### src/rtl/mul_client.sv
// mul_client: request-side initiator for the buffered multiplier.
// Queues operand pairs in a small FIFO and issues them one at a time on the
// multiplier's valid-only input port. It then waits for the result, or times
// out, and hands the result back with its latency on a valid/ready port.
// Optional feature: define MUL_CLIENT_CONST_TIME_EN for constant-time
// responses. The response then always appears MAX_LAT+1 cycles after issue
// and rsp_lat always reports MAX_LAT.
module mul_client #(
    parameter int WIDTH   = 4,
    parameter int DEPTH   = 4,
    parameter int MAX_LAT = 8
) (
    input  logic                 clk,
    input  logic                 rst,
    input  logic                 req_valid,
    output logic                 req_ready,
    input  logic [WIDTH-1:0]     req_a,
    input  logic [WIDTH-1:0]     req_b,
    output logic                 mul_in_valid,
    output logic [WIDTH-1:0]     mul_in_a,
    output logic [WIDTH-1:0]     mul_in_b,
    input  logic                 mul_out_valid,
    input  logic [2*WIDTH-1:0]   mul_out_result,
    output logic                 rsp_valid,
    input  logic                 rsp_ready,
    output logic [2*WIDTH-1:0]   rsp_result,
    output logic [3:0]           rsp_lat,
    output logic                 rsp_timeout,
    output logic                 busy
);

    localparam int AW = (DEPTH > 1) ? $clog2(DEPTH) : 1;
    localparam logic [AW:0]   DEPTH_C   = (AW+1)'(DEPTH);
    localparam logic [AW:0]   CNT_ZERO  = (AW+1)'(1'b0);
    localparam logic [AW:0]   CNT_ONE   = (AW+1)'(1'b1);
    localparam logic [AW-1:0] PTR_ZERO  = AW'(1'b0);
    localparam logic [AW-1:0] PTR_ONE   = AW'(1'b1);
    localparam logic [4:0]    MAX_LAT_C = 5'(MAX_LAT);

    typedef enum logic [1:0] {
        ST_IDLE  = 2'd0,
        ST_ISSUE = 2'd1,
        ST_WAIT  = 2'd2,
        ST_HOLD  = 2'd3
    } state_t;

    state_t               state_r, state_n;
    logic [WIDTH-1:0]     mem_a_r [DEPTH];
    logic [WIDTH-1:0]     mem_b_r [DEPTH];
    logic [AW-1:0]        wr_ptr_r, rd_ptr_r;
    logic [AW:0]          count_r;
    logic                 full_s, push_s, pop_s;
    logic [3:0]           cnt_r, cnt_sat_s, lat_val_s;
    logic [4:0]           cnt_inc_s;
    logic                 in_wait_s, last_s, cap_s, tmo_s, captured_r;
    logic                 mul_in_valid_r, rsp_valid_r, rsp_timeout_r;
    logic [WIDTH-1:0]     mul_in_a_r, mul_in_b_r;
    logic [2*WIDTH-1:0]   rsp_result_r;
    logic [3:0]           rsp_lat_r;

    // A full FIFO refuses a push even when the FSM pops in the same cycle.
    assign full_s = (count_r == DEPTH_C);
    assign push_s = req_valid && !full_s;
    assign pop_s  = (state_r == ST_ISSUE);

    // Latency counter arithmetic and the WAIT-state capture/timeout decisions
    always_comb begin
        cnt_inc_s = {1'b0, cnt_r} + 5'd1;
        in_wait_s = (state_r == ST_WAIT);
        last_s    = (cnt_inc_s == MAX_LAT_C);
        // A capture on the last cycle wins over the timeout.
        cap_s     = in_wait_s && mul_out_valid && !captured_r && (cnt_inc_s <= MAX_LAT_C);
        tmo_s     = in_wait_s && last_s && !mul_out_valid && !captured_r;
        if (cnt_inc_s >= MAX_LAT_C) begin
            cnt_sat_s = MAX_LAT_C[3:0];
        end else begin
            cnt_sat_s = cnt_inc_s[3:0];
        end
`ifdef MUL_CLIENT_CONST_TIME_EN
        lat_val_s = MAX_LAT_C[3:0];
`else
        lat_val_s = cnt_inc_s[3:0];
`endif
    end

    // FIFO storage; stale entries are harmless because the pointers define validity
    always_ff @(posedge clk) begin
        if (push_s) begin
            mem_a_r[wr_ptr_r] <= req_a;
            mem_b_r[wr_ptr_r] <= req_b;
        end
    end

    // FIFO pointers and occupancy; pointers wrap naturally at the power-of-two depth
    always_ff @(posedge clk or negedge rst) begin
        if (!rst) begin
            wr_ptr_r <= PTR_ZERO;
            rd_ptr_r <= PTR_ZERO;
            count_r  <= CNT_ZERO;
        end else begin
            if (push_s) begin
                wr_ptr_r <= wr_ptr_r + PTR_ONE;
            end
            if (pop_s) begin
                rd_ptr_r <= rd_ptr_r + PTR_ONE;
            end
            case ({push_s, pop_s})
                2'b10:   count_r <= count_r + CNT_ONE;
                2'b01:   count_r <= count_r - CNT_ONE;
                default: count_r <= count_r;
            endcase
        end
    end

    // FSM state register
    always_ff @(posedge clk or negedge rst) begin
        if (!rst) begin
            state_r <= ST_IDLE;
        end else begin
            state_r <= state_n;
        end
    end

    // FSM next-state logic: one outstanding operation at a time
    always_comb begin
        state_n = state_r;
        case (state_r)
            ST_IDLE: begin
                if (count_r != CNT_ZERO) begin
                    state_n = ST_ISSUE;
                end else begin
                    state_n = ST_IDLE;
                end
            end
            ST_ISSUE: state_n = ST_WAIT;
            ST_WAIT: begin
`ifdef MUL_CLIENT_CONST_TIME_EN
                // The response time does not depend on when the result arrived.
                if (last_s) begin
`else
                if (cap_s || tmo_s) begin
`endif
                    state_n = ST_HOLD;
                end else begin
                    state_n = ST_WAIT;
                end
            end
            ST_HOLD: begin
                if (rsp_ready) begin
                    state_n = ST_IDLE;
                end else begin
                    state_n = ST_HOLD;
                end
            end
            default: state_n = ST_IDLE;
        endcase
    end

    // Issue, latency measurement and response registers
    always_ff @(posedge clk or negedge rst) begin
        if (!rst) begin
            mul_in_valid_r <= 1'b0;
            mul_in_a_r     <= {WIDTH{1'b0}};
            mul_in_b_r     <= {WIDTH{1'b0}};
            cnt_r          <= 4'd0;
            captured_r     <= 1'b0;
            rsp_valid_r    <= 1'b0;
            rsp_result_r   <= {(2*WIDTH){1'b0}};
            rsp_lat_r      <= 4'd0;
            rsp_timeout_r  <= 1'b0;
        end else begin
            mul_in_valid_r <= (state_r == ST_ISSUE);
            if (state_r == ST_ISSUE) begin
                mul_in_a_r <= mem_a_r[rd_ptr_r];
                mul_in_b_r <= mem_b_r[rd_ptr_r];
                cnt_r      <= 4'd0;
                captured_r <= 1'b0;
            end else if (in_wait_s) begin
                cnt_r <= cnt_sat_s;
            end
            if (cap_s) begin
                rsp_result_r  <= mul_out_result;
                rsp_lat_r     <= lat_val_s;
                rsp_timeout_r <= 1'b0;
                captured_r    <= 1'b1;
            end else if (tmo_s) begin
                rsp_result_r  <= {(2*WIDTH){1'b0}};
                rsp_lat_r     <= MAX_LAT_C[3:0];
                rsp_timeout_r <= 1'b1;
            end
            if (in_wait_s && (state_n == ST_HOLD)) begin
                rsp_valid_r <= 1'b1;
            end else if ((state_r == ST_HOLD) && rsp_ready) begin
                rsp_valid_r <= 1'b0;
            end
        end
    end

    assign req_ready    = !full_s;
    assign busy         = (state_r != ST_IDLE) || (count_r != CNT_ZERO);
    assign mul_in_valid = mul_in_valid_r;
    assign mul_in_a     = mul_in_a_r;
    assign mul_in_b     = mul_in_b_r;
    assign rsp_valid    = rsp_valid_r;
    assign rsp_result   = rsp_result_r;
    assign rsp_lat      = rsp_lat_r;
    assign rsp_timeout  = rsp_timeout_r;

endmodule
### config.mk
export PLATFORM = sky130hd
export DESIGN_NAME = mul_client
export DESIGN_NICKNAME = d
export VERILOG_FILES = /design/src/rtl/mul_client.sv
export SDC_FILE = /design/constraint.sdc
export NUM_CORES = 1
export LEC_CHECK = 0
export ABC_AREA = 1
export CAP_MARGIN = 0
export CORE_ASPECT_RATIO = 1.4
export CORE_MARGIN = 10
export CORE_UTILIZATION = 60
export CTS_CLUSTER_DIAMETER = 120
export DETAILED_ROUTE_END_ITERATION = 8
export DONT_BUFFER_PORTS = 1
export GPL_ROUTABILITY_DRIVEN = 0
export PLACE_DENSITY = 0.85
export SYNTH_ARGS = -nofsm -noshare
export SYNTH_HDL_FRONTEND = slang
export SYNTH_SLANG_ARGS = --single-unit
### constraint.sdc
create_clock -name clk -period 2.5 [get_ports clk]
set_input_delay 0.75 -clock clk [delete_from_list [all_inputs] [get_ports clk]]
set_output_delay 0.75 -clock clk [all_outputs]
set_load 0.02 [all_outputs]
==> results list <==
- In the finished design, the share of the clock period the worst path needs comes to 0.832.
- The floorplan step defined a die boundary enclosing 0.00815 sq mm.
* Synth Warn #: 0
- Global-route congestion overflow total: 0
- Timing would allow up to just under 500 MHz.
- Category of the worst setup path launch point: register
- Final setup viols: 0
* Post-synthesis cell count: 268
* Arrival time at the worst endpoint: 2.29 ns
- Std cell rows: 30
- Most repeated cell in the gate-level netlist after synthesis: sky130_fd_sc_hd__nor2_1
- Post-route setup TNS: 0 ns
* Data required time at the worst endpoint: 2.71 ns
* Count of fill cells added during filler insertion: 368
- DRC violations left: 0
- Clk Latency, worst-skew pair: ~0.33 ns
- Count of pins on the block boundary: 46
* DIE WIDTH: 79.2 microns
* Post-synth top flop: sky130_fd_sc_hd__dfrtp_1
- Fraction of the yosys area taken by sequential cells: 0.640
- In this run the tool buffered the top-level ports with 0 buffer cells.
- Sum of net half-perimeters after detailed placement: about 3800 microns
- In this run, distinct cell masters in the synthesized netlist total 29.
- Summed over all layers, the routed wires come to 5430 microns.
- Once detail routing completed, the nets flagged for antenna violations numbered 0.
* Clock-pin slew on the worst setup and hold paths: ~0.070 ns
- Buffers from clock root to sink, at most: 2
- Initial antenna violation count: 0
- Proportion of synthesized flip-flops having asynchronous set or reset: 0.536
- Number of buffers added by the clock tree synthesis step: 9
- In this run the power density over the cells is 1290 mW/mm^2.
* Min Tclk post-route: between 2 and 2.5 ns
- RSZ-0062 raised after global routing: no
- TritonCTS built the clock tree.
* Multi-input combinational cell area: 922 sq um
- Max-cap check violation count: 0
- Post-CTS setup-driven buffer insertion count: 0
- EDFF count, synth: 32
- Area Growth Syn to Fin: 8.96%
- After clock tree synthesis, the flow added hold-fix buffers numbering 0.
- Vias: approximately 1,800
- After synthesis, the cell types taking the most area are sky130_fd_sc_hd__edfxtp_1 (33%), sky130_fd_sc_hd__dfrtp_1 (31%), sky130_fd_sc_hd__nor2_1 (6.1%).
- The flow ran to the end, and the final reports show no timing, DRC or antenna violations.
- Top cells by count, synth: sky130_fd_sc_hd__nor2_1 (48), sky130_fd_sc_hd__dfrtp_1 (37), sky130_fd_sc_hd__edfxtp_1 (32), sky130_fd_sc_hd__nand2_1 (26), sky130_fd_sc_hd__o21ai_0 (26)
* Number of DRC violations after detailed-routing iteration 0: 189
* Synth Register Bits: 69
- Across the routed clock network, the largest skew measured is approximately 0.011 ns.
* Area fraction of the dominant cell type after synthesis: 0.326
- In the final layout, flip-flops and latches occupy approximately 0.0019 sq mm.
* Static Leak: 1.39 nW
- Count of final hold-check violations: 0
- Number of global-route vias before repair: 1,865
- Antenna diode instance count: 0
* Number of iterations in the first detailed-routing pass: 4
- The synthesized design spends more area on one cell type than any other, namely sky130_fd_sc_hd__edfxtp_1.
- Entering global routing, the biggest net connects 38 pins.
* Mean instance size in the synthesized netlist: 11.0 sq um
* Mean routed wirelength per cell: 15.7 microns
* Peak VDD IR: 0.683 mV
- The initial utilization of the core area, before any placement, comes to 0.613.
- Actual transition at the worst max-transition pin: 0.610 ns
- By startpoint and endpoint, the worst setup path is classified as register to register.
- Number of clock sinks seen by CTS: 69
* Mapped cell area: 0.00295 sq mm
- Hold_ws: 0.110 ns
- Final Max Slew Viols: 0
* Layout Nets: between 300 and 400
- Area of the core region: 0.00480 sq mm
- The path class of the tightest hold or removal check is input pin to asynchronous set/reset pin.
- Clock Root Buffer: sky130_fd_sc_hd__clkbuf_8
* Post-cts resize count: 0
- Highest fanout seen on the critical path: 8
- Type of destination of the critical path: register
- Average via count per standard cell: around 5.3
* Depth of the CTS H-tree: 3
* Proportion of layout cells with a drive suffix above 1: 0.103
- Gr usage total: 0.145
- From bottom edge to top edge, the die measures just over 100 microns.
- Global-route wire length before repair: 9060 microns
- The worst pin sits at a relative slew slack of 0.593.
* Post-synthesis net count: 301
==> cells by family after synthesis <==
kind of cell | after synthesis | synth area share
AO/OA/AOI/OAI | 40 | 0.0739
buffers and inverters | 33 | 0.0467
flip-flops | 69 | 0.640
AND/OR/NAND/NOR | 108 | 0.168
adder cells (fa/ha/maj) | 12 | 0.0535
XOR/XNOR | 6 | 0.0178
==> placed cells by master, fill, tap and decap left out, drive strengths merged <==
master     n
xor2       4
nand3     24
fa         1
clkinv     6
a21oi      2
dfrtp     37
bufinv     1
a31oi      9
o22a       1
o21ai     27
nor3       1
xnor2      2
buf        6
clkbuf    11
nand2     31
ha        11
nor2      49
clkinvlp   1
o31ai      1
nand4      3
inv       22
edfxtp    32
==> where the power goes <==
group	switching, mW	internal, mW	leakage [nW]	total [mW]
combinational	0.749	0.459	0.560	1.21
clock	0.377	0.454	0.0907	0.832
sequential	0.516	1.59	0.740	2.10
==> layer usage <==
metal	vias up	GRT usage	share of wire	routed length (microns)
met5	-	0	0	0
met4	0	0.0761	0.014	74
met3	6	0.0506	0.067	364
met2	40	0.246	0.54	2910
met1	876	0.156	0.38	2080
li1	922	-	-	-
==> worst max-delay path, cell delays in order, from the launching register on <==
cell,delay [ns]
sky130_fd_sc_hd__dfrtp_1,0.41
sky130_fd_sc_hd__inv_1,0.13
sky130_fd_sc_hd__nand3_1,0.11
sky130_fd_sc_hd__nand2_1,0.25
sky130_fd_sc_hd__ha_1,0.21
sky130_fd_sc_hd__inv_1,0.07
sky130_fd_sc_hd__fa_1,0.37
sky130_fd_sc_hd__a21oi_1,0.14
sky130_fd_sc_hd__o21ai_0,0.11
sky130_fd_sc_hd__xor2_1,0.15
==> flip-flops by register name, summed over array words and instances (netlist names) <==
signal,flops
captured_r,1
mul_in_valid,1
mem_b_r,16
rd_ptr_r,2
rsp_lat,4
wr_ptr_r,2
rsp_valid,1
state_r,2
mem_a_r,16
rsp_timeout,1
mul_in_a,4
count_r,3
cnt_r,4
rsp_result,8
mul_in_b,4
==> final timing paths <==
check	from	endpoint	slack (ns)	cells after the start
min in group clk	req_a[0]	mem_a_r[1][0]	0.51	0
hold reg to reg	count_r[1]	count_r[1]	0.51	2
setup / recovery	count_r[0]	count_r[2]	0.42	9
hold / removal	rst	mul_in_a[3]	0.11	0
max in group asynchronous	rst	mul_in_a[1]	2.30	0
setup reg to reg	count_r[0]	count_r[2]	0.42	9
==> metrics by stage <==
step | instance area [sq um] | std cells | util | power, mW | worst slack, ns
2_1_floorplan | 2950 | 268 | - | 3.01 | 0.438
3_3_place_gp | 3030 | 330 | 0.630 | 3.27 | 0.429
3_5_place_dp | 3030 | 330 | 0.630 | 3.35 | 0.353
4_1_cts | 3210 | 346 | 0.668 | 4.18 | 0.399
5_1_grt | 3210 | 346 | 0.668 | 4.49 | 0.209
6_report | 3210 | 346 | 0.668 | 4.14 | 0.420
==> cell type report <==
cell class,instances,share of cell area
clock buffers,11,0.0409
inverters,25,0.0292
clock inverters,5,0.0160
flip-flops and latches,69,0.588
well taps,64,0.0249
multi-input cells,166,0.287
repair buffers,6,0.0140
Note: power is estimated with default switching activity, not from simulation.
==> patch: new RTL, config.mk and constraints unchanged <==
The option `MUL_CLIENT_CONST_TIME_EN` is turned on by a define.
--- a/src/rtl/mul_client.sv
+++ b/src/rtl/mul_client.sv
@@ -6,4 +6,6 @@
 // responses. The response then always appears MAX_LAT+1 cycles after issue
 // and rsp_lat always reports MAX_LAT.
+`define MUL_CLIENT_CONST_TIME_EN
+
 module mul_client #(
     parameter int WIDTH   = 4,
Check against the original RTL: not equivalent (Yosys sat finds a counterexample within 10 cycles, from zero or initial values and one cycle with rst low).
==> patch against the original RTL <==
Sequential share of layout area fell by 0.55 points. Routed wire length about the same. Largest power group unchanged. First-iteration DRC count decreased by 2.1%. Design area down 3.1%. Total power down 4.4%. Sequential cell count decreased by 3. Area after synthesis shrank 2.0%. Highest routed layer unchanged. Worst setup slack gained 33 ps. Largest cell class unchanged.
==> patch: results (changes against the original RTL) <==
| Metric | Value |
|---|---|
| Status | complete, no violations (unchanged) |
| M2 GR Usage | 25.4% (was 24.6%) |
| Hpwl dp | 3.89 mm (was 3.82 mm) |
| CP startpoint | state_r[1]$_DFF_PN0_ (was count_r[0]$_DFFE_PN0P_) |
| Largest net degree at the start of global routing | 35 (was 38) |
| Synth Area in Compound Gates | 7.41% (was 7.39%) |
| GRT Total Usage | 14.6% (was 14.5%) |
| WL met1 | 1.93 mm (was 2.08 mm) |
| Placed cell area | 0.00295 mm^2 (was 0.00303 mm^2) |
| Sequential cell area fraction in the yosys report | 62.8% (was 64.0%) |
| Vias | 1840 (was 1844) |
| Worst Tran Pin Value | 639 ps (was 610 ps) |
| CP max FO | 5 (was 8) |
| Met2 WL post-DR | 2.92 mm (was 2.91 mm) |
| Met3 Use GR | 6.59% (was 5.06%) |
| Top cells by count, synth | nor2_1 (49), dfrtp_1 (34), edfxtp_1 (32), nand2_1 (30) (was nor2_1 (48), dfrtp_1 (37), edfxtp_1 (32), nand2_1 (26), o21ai_0 (26)) |
| Max VDD drop | 0.806 mV (was 0.683 mV) |
| Setup slack after layout | 453 ps (was 420 ps) |
| Xor/xnor share of the synthesized area | 1.52% (was 1.78%) |
| Synth Area in Adders | 5.90% (was 5.35%) |
| Int Pwr | 0.00236 W (was 0.00250 W) |
| Vias in the first global route | 1897 (was 1865) |
| M1 GR Usage | 14.6% (was 15.6%) |
| Average cell area after synthesis | 10.8 um^2 (was 11.0 um^2) |
| Global-route wire length before repair | 9.07 mm (was 9.06 mm) |
| Flop2flop setup slack | 540 ps (was 420 ps) |
| Pleak | 1.33 nW (was 1.39 nW) |
| DP Worst Slack | 472 ps (was 353 ps) |
| Final WL | 5.42 mm (was 5.43 mm) |
| Share of post-route cells with drive strength above 1 | 10.7% (was 10.3%) |
| Met3 Wirelength | 491 um (was 364 um) |
| Top post-synthesis cells by area | edfxtp_1 (33%), dfrtp_1 (29%), nor2_1 (6.4%) (was edfxtp_1 (33%), dfrtp_1 (31%), nor2_1 (6.1%)) |
| FFs w/ async S/R, synth | 51.5% (was 53.6%) |
| Hold WS | 106 ps (was 110 ps) |
==> patch: cell count changes after synthesis, sizes merged, moves of 4 or more <==
cell / before / now
o21ai: 27 / 23
nand3: 24 / 17
nand2: 31 / 35
a21oi: 2 / 6
==> patch: worst register-to-register path, stage by stage, from the launching register on <==
cell and delay, ps:
dfrtp_1 390, inv_1 140, nand3_1 130, nand2_2 160, ha_1 170, inv_1 60, fa_1 380, a21oi_1 140
o21ai_0 110, xor2_1 160
==> patch: layout make-up <==
class,count,area [um^2],share of cell area [%]
clock buffers,13,149,4.78
clock inverters,3,15.0,0.483
inverters,26,97.6,3.14
multi-input cells,167,916,29.4
flip-flops and latches,66,1810,58.2
well taps,62,77.6,2.49
repair buffers,6,45.0,1.45
==> patch: power groups by stage <==
stage	clock network, W	registers, W	logic [W]
after detailed placement	0	0.00202	0.00124
after floorplan	0	0.00188	0.00106
after global placement	0	0.00201	0.00117
final	0.000740	0.00199	0.00122
after global routing	0.000808	0.00205	0.00144
after CTS	0.000759	0.00201	0.00125
